--- src/rtl/jk_cmd_driver.sv ---
// Purpose: queues hold/reset/set/toggle commands and replays each on a JK flip-flop's j/k for cmd_rpt+1 cycles,
//          checking the flop's q against a shadow model and flagging any divergence in a sticky mismatch bit.
// Latency/backpressure: an accepted command reaches j/k one edge after acceptance (when idle); cmd_ready drops while the FIFO is full.
//
// Ports:
//   clk, reset              single clock, synchronous active-high reset
//   cmd_valid/cmd_ready     command handshake; cmd_op = {j,k}, cmd_rpt = repeat count minus one
//   j, k                    registered drive to the flip-flop
//   q_fb                    flip-flop output fed back
//   exp_q, mismatch         shadow-model prediction and sticky divergence flag
//   busy, level             DRIVE-state indicator and FIFO occupancy
module jk_cmd_driver #(
    parameter int DEPTH = 4,
    parameter int CNT_W = 4
) (
    input  logic                     clk,
    input  logic                     reset,
    input  logic                     cmd_valid,
    output logic                     cmd_ready,
    input  logic [1:0]               cmd_op,
    input  logic [CNT_W-1:0]         cmd_rpt,
    output logic                     j,
    output logic                     k,
    input  logic                     q_fb,
    output logic                     exp_q,
    output logic                     mismatch,
    output logic                     busy,
    output logic [$clog2(DEPTH):0]   level
);

    localparam int AW = $clog2(DEPTH);
    localparam int LW = AW + 1;

    typedef struct packed {
        logic [1:0]       op;
        logic [CNT_W-1:0] rpt;
    } cmd_t;

    typedef enum logic {IDLE, DRIVE} state_t;

    cmd_t             mem [DEPTH];
    logic [AW-1:0]    wr_ptr;
    logic [AW-1:0]    rd_ptr;
    logic             full;
    logic             empty;
    logic             push;
    logic             pop;
    cmd_t             head;

    state_t           state_q;
    state_t           state_d;
    // The registered {j,k} doubles as the current op while in DRIVE.
    logic [1:0]       jk_q;
    logic [1:0]       jk_d;
    logic [CNT_W-1:0] cnt_q;
    logic [CNT_W-1:0] cnt_d;

    assign full      = (level == LW'(DEPTH));
    assign empty     = (level == '0);
    assign cmd_ready = !reset && !full;
    assign push      = cmd_valid && cmd_ready;
    assign head      = mem[rd_ptr];

    assign j    = jk_q[1];
    assign k    = jk_q[0];
    assign busy = (state_q == DRIVE);

    // Next-state / pop decision. The pop only looks at registered occupancy,
    // so a command pushed on this edge is popped no earlier than the next one.
    always_comb begin
        state_d = state_q;
        jk_d    = jk_q;
        cnt_d   = cnt_q;
        pop     = 1'b0;
        case (state_q)
            IDLE: begin
                jk_d = 2'b00;
                if (!empty) begin
                    pop     = 1'b1;
                    jk_d    = head.op;
                    cnt_d   = head.rpt;
                    state_d = DRIVE;
                end
            end
            DRIVE: begin
                if (cnt_q != '0) begin
                    cnt_d = cnt_q - CNT_W'(1);
                end else if (!empty) begin
                    // Chain straight into the next command with no idle gap.
                    pop   = 1'b1;
                    jk_d  = head.op;
                    cnt_d = head.rpt;
                end else begin
                    jk_d    = 2'b00;
                    state_d = IDLE;
                end
            end
            default: begin
                jk_d    = 2'b00;
                state_d = IDLE;
            end
        endcase
    end

    always_ff @(posedge clk) begin
        if (push) begin
            mem[wr_ptr] <= '{op: cmd_op, rpt: cmd_rpt};
        end
    end

    always_ff @(posedge clk) begin
        if (reset) begin
            state_q  <= IDLE;
            jk_q     <= 2'b00;
            cnt_q    <= '0;
            wr_ptr   <= '0;
            rd_ptr   <= '0;
            level    <= '0;
            exp_q    <= 1'b0;
            mismatch <= 1'b0;
        end else begin
            state_q <= state_d;
            jk_q    <= jk_d;
            cnt_q   <= cnt_d;
            if (push) wr_ptr <= wr_ptr + AW'(1);
            if (pop)  rd_ptr <= rd_ptr + AW'(1);
            case ({push, pop})
                2'b10:   level <= level + LW'(1);
                2'b01:   level <= level - LW'(1);
                default: level <= level;
            endcase
            // Shadow model advances from the same j/k the flop sees this edge.
            case (jk_q)
                2'b01:   exp_q <= 1'b0;
                2'b10:   exp_q <= 1'b1;
                2'b11:   exp_q <= ~exp_q;
                default: exp_q <= exp_q;
            endcase
            if (q_fb != exp_q) mismatch <= 1'b1;
        end
    end

endmodule

--- config.mk ---
export PLATFORM = sky130hd
export DESIGN_NAME = jk_cmd_driver
export DESIGN_NICKNAME = d
export VERILOG_FILES = /design/src/rtl/jk_cmd_driver.sv
export SDC_FILE = /design/constraint.sdc
export NUM_CORES = 1
export LEC_CHECK = 0
export CORE_UTILIZATION = 45
export CTS_CLUSTER_SIZE = 8
export DETAILED_ROUTE_END_ITERATION = 10
export PLACE_DENSITY_LB_ADDON = 0.08
export SETUP_SLACK_MARGIN = 0.05
export SYNTH_ARGS = -nofsm -noshare
export SYNTH_HDL_FRONTEND = slang
export SYNTH_SLANG_ARGS = --single-unit
--- constraint.sdc ---
create_clock -name clk -period 5.4 [get_ports clk]
set_input_delay 1.62 -clock clk [delete_from_list [all_inputs] [get_ports clk]]
set_output_delay 1.62 -clock clk [all_outputs]
set_load 0.01 [all_outputs]
==> flow_summary.toml, run 1 <==
[yosys]
synth_cell_types = 30
syn-num-nets = 148
syn-cell-area_mm2 = 0.00178
synth_top_cell_by_area = "edfxtp_1"
ys_seq_elements = 42
syn_avg_cell_area_um2 = 13.7
synthTopCellsByArea = "edfxtp_1 (41%), dfxtp_1 (20%), mux4_2 (7.6%), ha_1 (4.9%), nor2_1 (3.0%)"
synth_top_area_share = 0.405
ys_seq_area_frac = 0.608
synth_cells = 130
yosysWarnings = 0

[worst_setup_path]
cp-end-kind = "output port"
critical_path_class = "in -> out"
required_ps = 3780
critical_path.max_fanout = 19
arrival_ps = 2900
worstSetupStartpointType = "input pin"
ff2ff_setup_slack_ps = 2670

[sta]
period_share = 0.837
whs_ps = 466
fin_crit_ps = 4520
fin_tns_setup_ps = 0
setup-violations-final = 0
slew_headroom = 0.636
slew_viol_final = 0
clock.fmax_mhz = 221
worst_slack_ps = 879
fin_skew_ps = 7.88
tightest_slew_ps = 542
hold_viol_final = 0
rsz0062_at_grt = "false"

[final_layout]
stdcell_count = 200
nets = 169
drive_gt1_frac = 0.125
num-fill-cells = 323
syn2layout_area_growth_pct = 16.5
diodes = 0

[floorplanning]
fp.dieArea_mm2 = 0.00421
placementRows = 22
die_h_um = 64.9
pin_count = 19
die_w_um = 64.9
start_util = 0.478
core_area_mm2 = 0.00372

[place]
io_buffers = 18
post-place-cells = 192
hpwl_um = 1950
place.gp.congestion = 0.748
pre_cts_slack_ps = 871

[global_route]
grt_pass1_wl_um = 4680
grt_max_degree = 20
grt_pass1_vias = 1003
grt_antenna_before_repair = 0
track_usage = 0.158
gr-total-overflow = 0

[routing]
via_count = 1018
via_per_inst = 5.09
routed_wirelength_um = 2830
drc = 0
wire_per_inst_um = 14.2
first_pass_iters = 4
drt_iter0_drc = 74
final_antenna_net_count = 0

[clock_network]
cts_num_sinks = 42
cts_hold_buf = 0
cts-root-buf = "clkbuf_8"
clk_latency_ps = 290
cts.htree.levels = 2
ctsResizeCount = 0
cts_buffers = 5
clk_path_buf_depth = 2
post-cts-setup-buffer-count = 0
tritoncts = "yes"
clkTransAtPathRegs_ps = 70

[status]
outcome = "finished clean"

[power]
power_density_mw_per_mm2 = 489
p_leak_nw = 0.720
irDropWorstVdd_mv = 0.229

[hold_path]
hp-class = "reg -> reg"

[flow_run]
drv_cap = 0
-- power by group --
group / total, W / internal [W] / switching, W
sequential: 0.000456 / 0.000394 / 0.0000625
combinational: 0.000371 / 0.000185 / 0.000186
clock: 0.000186 / 0.0000863 / 0.0000995
total: 0.00101 / 0.000665 / 0.000349
-- cells in the mapped netlist --
cell / number
a211oi_2: 3
a21oi_1: 8
a21oi_4: 1
a22o_2: 1
a22oi_1: 3
a32oi_1: 1
and2_1: 4
and2_4: 1
buf_2: 1
buf_6: 2
clkbuf_1: 2
dfxtp_1: 18
edfxtp_1: 24
fa_1: 1
ha_1: 7
inv_1: 12
mux2i_1: 2
mux4_2: 6
nand2_1: 2
nor2_1: 14
nor2b_1: 1
nor3_1: 1
nor4_1: 1
o21ai_0: 3
o311a_2: 1
o31ai_1: 1
or3_1: 2
or3b_1: 1
xnor2_1: 3
xor2_1: 3
-- cells in the final DEF (no fill, tap or decap), drive strengths merged, types with 2 or more instances in the layout --
master / instances
edfxtp: 24
dfxtp: 18
clkdlybuf4s50: 18
nor2: 14
inv: 12
a21oi: 9
ha: 7
mux4: 6
clkbuf: 5
and2: 5
a211oi: 3
xor2: 3
o21ai: 3
xnor2: 3
a22oi: 3
clkinv: 3
mux2i: 2
or3: 2
nand2: 2
-- final cells by class --
class                      instances  area, um^2  area share
inverter                          12        45.0      0.0218
timing repair buffer              19         188      0.0906
sequential                        42        1080       0.522
multi-input combinational         71         617       0.298
clock inverter                     3        11.3     0.00544
tap                               48        60.1      0.0290
clock buffer                       5        68.8      0.0332
-- worst max-delay path, cell delays in order --
cell and delay, ps:
clkdlybuf4s50_1 400, buf_4 200, a21oi_1 130, clkdlybuf4s50_1 540
-- registers in the layout, summed over array words and instances, names as in the netlist, named ones only --
name,count
cnt_q,4
busy,1
level,3
mem,24
exp_q,1
jk_q,2
wr_ptr,2
rd_ptr,2
mismatch,1
-- cells by family after synthesis --
group                      synth area share
muxes                                0.0873
buffers and inverters                0.0450
AOI/OAI and AO/OA                    0.0950
and+or+nand+nor                      0.0746
adders and majority gates            0.0605
DFF                                   0.608
xor gates and xnor gates             0.0296
-- path summary, 6_finish.rpt --
check,from,cells past startpoint,to
hold / removal,mismatch,2,mismatch
hold reg to reg,mismatch,2,mismatch
setup reg to reg,cnt_q[1],10,level[2]
setup / recovery,reset,4,cmd_ready
-- through the flow --
stage	utilization	cell area (um^2)	power (W)
after global routing	0.557	2070	0.00109
after detailed placement	0.536	1990	0.000836
after floorplan	-	1780	0.000749
final	0.557	2070	0.00101
after global placement	0.536	1990	0.000822
after CTS	0.557	2070	0.00102
-- routing by layer --
metal  up-vias  track usage  routed length (um)
met1       489        0.191                1310
li1        507            -                   -
met4         0       0.0667                  32
met2        18        0.253                1380
met3         4       0.0581                 104
met5         -            0                   0
(Power assumes the default switching activity.)
==> run 2: changes to the inputs <==
Clock period 5.4 ns to 4.46 ns, I/O delays scaled along.
==> run 2 against run 1 <==
  * Wire length is 3.4% lower
  * Largest cell class unchanged
  * Critical path type unchanged
  * Sequential share of layout area shrank 1.3 points
  * Clock power is 85% higher
  * Via count shrank 0.69%
  * Register-to-register slack worse by 900 ps
  * Utilization increased by 1.4 points
  * Global-route usage about the same
  * Clock skew down 3.1 ps
  * Largest power group unchanged
  * Design area increased by 2.5%
  * Critical endpoint unchanged
==> flow_summary.toml, run 2 (synthesis gave the netlist of run 1 again) <==
[sta]
rsz0062_at_grt = "false"
whs_ps = 483
hold_viol_final = 0
period_share = 0.843
fin_crit_ps = 3760
fin_skew_ps = 4.79
setup-violations-final = 0
slew_viol_final = 0
slew_headroom = 0.612
clock.fmax_mhz = 266
fin_tns_setup_ps = 0
tightest_slew_ps = 577

[global_route]
track_usage = 0.158
grt_antenna_before_repair = 0
grt_max_degree = 19
grt_pass1_vias = 1030
grt_pass1_wl_um = 4780
gr-total-overflow = 0

[routing]
wire_per_inst_um = 13.7
final_antenna_net_count = 0
drc = 0
drt_iter0_drc = 61
via_count = 1011
routed_wirelength_um = 2730
first_pass_iters = 4
via_per_inst = 5.06

[final_layout]
num-fill-cells = 314
nets = 169
syn2layout_area_growth_pct = 19.4
final_cell_mix = "edfxtp_1 (24), dfxtp_1 (18), clkdlybuf4s50_1 (18), nor2_1 (14), inv_1 (12)"
layout_commonest_cell = "edfxtp_1"
largest_reg_flops = 24
largestRegisters = "mem x24, cnt_q x4, level x3"
regMostFlops = "mem"
drive_gt1_frac = 0.138
diodes = 0

[clock_network]
clk_latency_ps = 290
cts.htree.levels = 2
clk_path_buf_depth = 2
cts-root-buf = "clkbuf_8"
clkTransAtPathRegs_ps = 70
tritoncts = "yes"
cts_num_sinks = 42
cts_buffers = 5
post-cts-setup-buffer-count = 0
cts_hold_buf = 0
ctsResizeCount = 0

[worst_setup_path]
required_ps = 3120
critical_path.cell_chain = "clkdlybuf4s50_1, a21oi_1, clkdlybuf4s50_1"
worstSetupStartpointType = "input pin"
critical_path_class = "in -> out"
arrival_ps = 2420
path_common_cell = "clkdlybuf4s50_1"
critical-path-max-stage-delay_ps = 550
crit_family = "buffers and inverters"
cp-end-kind = "output port"
cp_num_buf_inv = 2
critical_path.max_fanout = 2
crit_slowest_cell = "clkdlybuf4s50_1"

[flow_run]
drv_cap = 0

[power]
irDropWorstVdd_mv = 0.260
power_density_mw_per_mm2 = 634
p_leak_nw = 0.745

[hold_path]
hp-class = "reg -> reg"

[place]
io_buffers = 18
hpwl_um = 1970
place.gp.congestion = 0.747

[floorplanning]
die_h_um = 64.9
fp.dieArea_mm2 = 0.00421
placementRows = 22
core_area_mm2 = 0.00372
pin_count = 19
die_w_um = 64.9
start_util = 0.478

[status]
outcome = "finished clean"
## run 2: path summary, 6_finish.rpt
check                start   endpoint  slack (ps)  cells past startpoint
setup / recovery     reset  cmd_ready         700                      3
hold / removal    mismatch   mismatch         480                      2
setup reg to reg  cnt_q[0]   level[2]        1770                     10
hold reg to reg   mismatch   mismatch         480                      2
## run 2: cell type report
type / instances / area (um^2) / share of cell area
well taps: 48 / 60.1 / 0.0283
flip-flops and latches: 42 / 1080 / 0.509
clock buffers: 5 / 68.8 / 0.0324
multi-input cells: 71 / 617 / 0.291
clock inverters: 3 / 63.8 / 0.0301
inverters: 12 / 45.0 / 0.0212
repair buffers: 19 / 188 / 0.0884
## run 2: through the flow
stage | std cells | instance area (um^2) | total power (W) | utilization | worst slack (ps)
6_report | 200 | 2120 | 0.00135 | 0.571 | 700
5_1_grt | 200 | 2120 | 0.00144 | 0.571 | 651
4_1_cts | 200 | 2120 | 0.00136 | 0.571 | 690
3_5_place_dp | 192 | 1990 | 0.00101 | 0.536 | 690
3_3_place_gp | 192 | 1990 | 0.000993 | 0.536 | 697
2_1_floorplan | 130 | 1780 | 0.000907 | - | 1360
## run 2: power breakdown
part           internal (W)  switching (W)  leakage, nW  total, W
clock              0.000221       0.000124       0.0658  0.000345
combinational      0.000225       0.000225        0.313  0.000450
sequential         0.000477      0.0000737        0.366  0.000550
## run 2: metal layers
| metal | GRT usage | wire length, um |
|---|---|---|
| met1 | 0.201 | 1270 |
| met2 | 0.253 | 1330 |
| met3 | 0.0475 | 97 |
| met4 | 0.0583 | 30 |
| met5 | 0 | 0 |
## run 2: worst reg2reg max path, delay by kind of cell, from the launching register on
family	cells	cell delay, ps
compound gates	2	430
xor+xnor	1	160
flops	1	340
buf+inv	2	150
simple gates	2	780
fa+ha+maj	3	750
==> patch, RTL diff (settings of run 2) <==
Reset style: asynchronous (`reset`), changed in one clocked block. Comments in the files are not updated.
--- a/src/rtl/jk_cmd_driver.sv
+++ b/src/rtl/jk_cmd_driver.sv
@@ -108,7 +108,7 @@
         end
     end
 
-    always_ff @(posedge clk) begin
+    always_ff @(posedge clk or posedge reset) begin
         if (reset) begin
             state_q  <= IDLE;
             jk_q     <= 2'b00;
Check against the original RTL: differs if reset is asserted again (counterexample within 4 cycles, from zero or initial values and one cycle with reset high); with reset held inactive, the same outputs for 10 cycles.
==> patch against run 2 <==
- final cell count fell by 10%
- sequential cell count fell by 2
- worst setup slack worse by 0.32 ns
- synthesized area is 3.4% lower
- design area is 4.9% lower
- routed wire length decreased by 3.9%
- power is 12% lower
- critical path type unchanged
- highest routed layer unchanged
==> patch: results (changes against run 2) <==
Int Pwr 814 uW (-12%); Post-Route WL 2.63 mm (-3.9%); Cell variety after synth 34 (+13%); status completed; clock transition at the registers of the reported paths 0.07 ns (about the same); DP HPWL 1.89 mm (-3.7%); antenna violations before repair 0 (unchanged); DR iter-0 viols 30 (-51%); share of cells above drive strength 1 0.144 (+0.00578); Post-Place Cells 172 (-10%); R2R cell count 12 (+2); post-CTS setup buffer count 0 (unchanged); sink of the worst hold path mismatch$_DFFE_PP0P_; Hold Path Class flip-flop to flip-flop; R2R Setup Slk 1.96 ns (+0.19 ns); Synth top cells by count edfxtp_1, dfrtp_1, inv_1, ha_1; CTS Root Cell clkbuf_8; ys async rst share 0.400 (+0.400); final cell count without fillers 180 (-10%); Synth warnings 0 (unchanged); GRT Resource Usage Total 0.158 (about the same); worst relative slew slack 0.609 (-0.00331); # setup viols final 0 (unchanged); CP Max Fanout 6 (+4); synth top area cells edfxtp_1, dfrtp_1, mux4_2; Final Wtd Congestion 0.759 (+1.6%); first-pass GRT wire length 4.57 mm (-4.3%); largest registers mem (24), cnt_q (4), level (3); Post-Place Worst Slack 0.375 ns (-0.316 ns); total number of vias 886 (-12%); P_leak 0.000786 uW (+5.5%); clock skew 0.00455 ns (-0.000246 ns); RR Endpoint level[2]$_DFFE_PP0P_; total gr overflow 0 (unchanged); vias in the first global route 973 (-5.5%); post-cts gate resize count 0 (unchanged); hold depth 1 (-1); Post-Syn Instances 109 (-16%); latest clock arrival within the worst-skew pair 0.29 ns (about the same); min-delay src mismatch$_DFFE_PP0P_; worst flop-to-flop path startpoint cnt_q[0]$_DFF_PP0_; Area after DPL 1940 sq um (-2.7%); Critical Path AT 2.75 ns (+0.33 ns); CTS max path bufs 2 (unchanged); Syn Nets 127 (-14%); largest net degree at the start of global routing 17 (-2); first-pass iteration count of the detailed router 4 (unchanged); final-stage net count 149 (-12%); Seq/Total Area, Yosys 0.653 (+0.0450); Hold WS 0.471 ns (-0.0127 ns); peak supply drop 0.000232 V (-11%)
[patch: routing by layer]
metal  routed length (microns)  share of wire  track usage
met1                      1150           0.44        0.184
met2                      1330           0.51        0.267
met3                       109          0.042       0.0589
met4                        42          0.016       0.0511
met5                         0              0            0
[patch: area by class of cell]
class                           count  area [sq um]
Inverter                           10          37.5
Multi-Input combinational cell     56           538
Clock inverter                      3          13.8
Fill cell                         291          1640
Timing Repair Buffer               18           180
Tap cell                           48          60.1
Sequential cell                    40          1120
Clock buffer                        5          68.8
[patch: kinds of logic after synthesis]
logic type	synth area share
buffers and inverters	0.0335
adders and majority gates	0.0627
DFF	0.653
and+or+nand+nor	0.0678
muxes	0.101
AOI/OAI and AO/OA	0.0466
xor gates and xnor gates	0.0357
[patch: worst max-delay path by stage]
| stage | startpoint | end | slack (ns) | depth (start not counted) |
|---|---|---|---|---|
| after floorplan | reset | cmd_ready | 1.44 | 1 |
| after global placement | reset | cmd_ready | 0.43 | 3 |
| after detailed placement | reset | cmd_ready | 0.37 | 3 |
| after CTS | reset | cmd_ready | 0.36 | 3 |
| after global routing | reset | cmd_ready | 0.27 | 3 |
| final | reset | cmd_ready | 0.38 | 3 |
[patch: power groups by stage]
stage	clock network (uW)	logic [uW]	registers, uW
2_1_floorplan	0	296	552
3_3_place_gp	0	383	582
3_5_place_dp	0	393	587
4_1_cts	233	395	579
5_1_grt	247	437	591
6_report	223	387	574
[patch: worst max-delay path, cell delays in order]
cell and delay [ns]:
clkdlybuf4s50_1 0.42, a31oi_1 0.36, clkdlybuf4s50_1 0.62
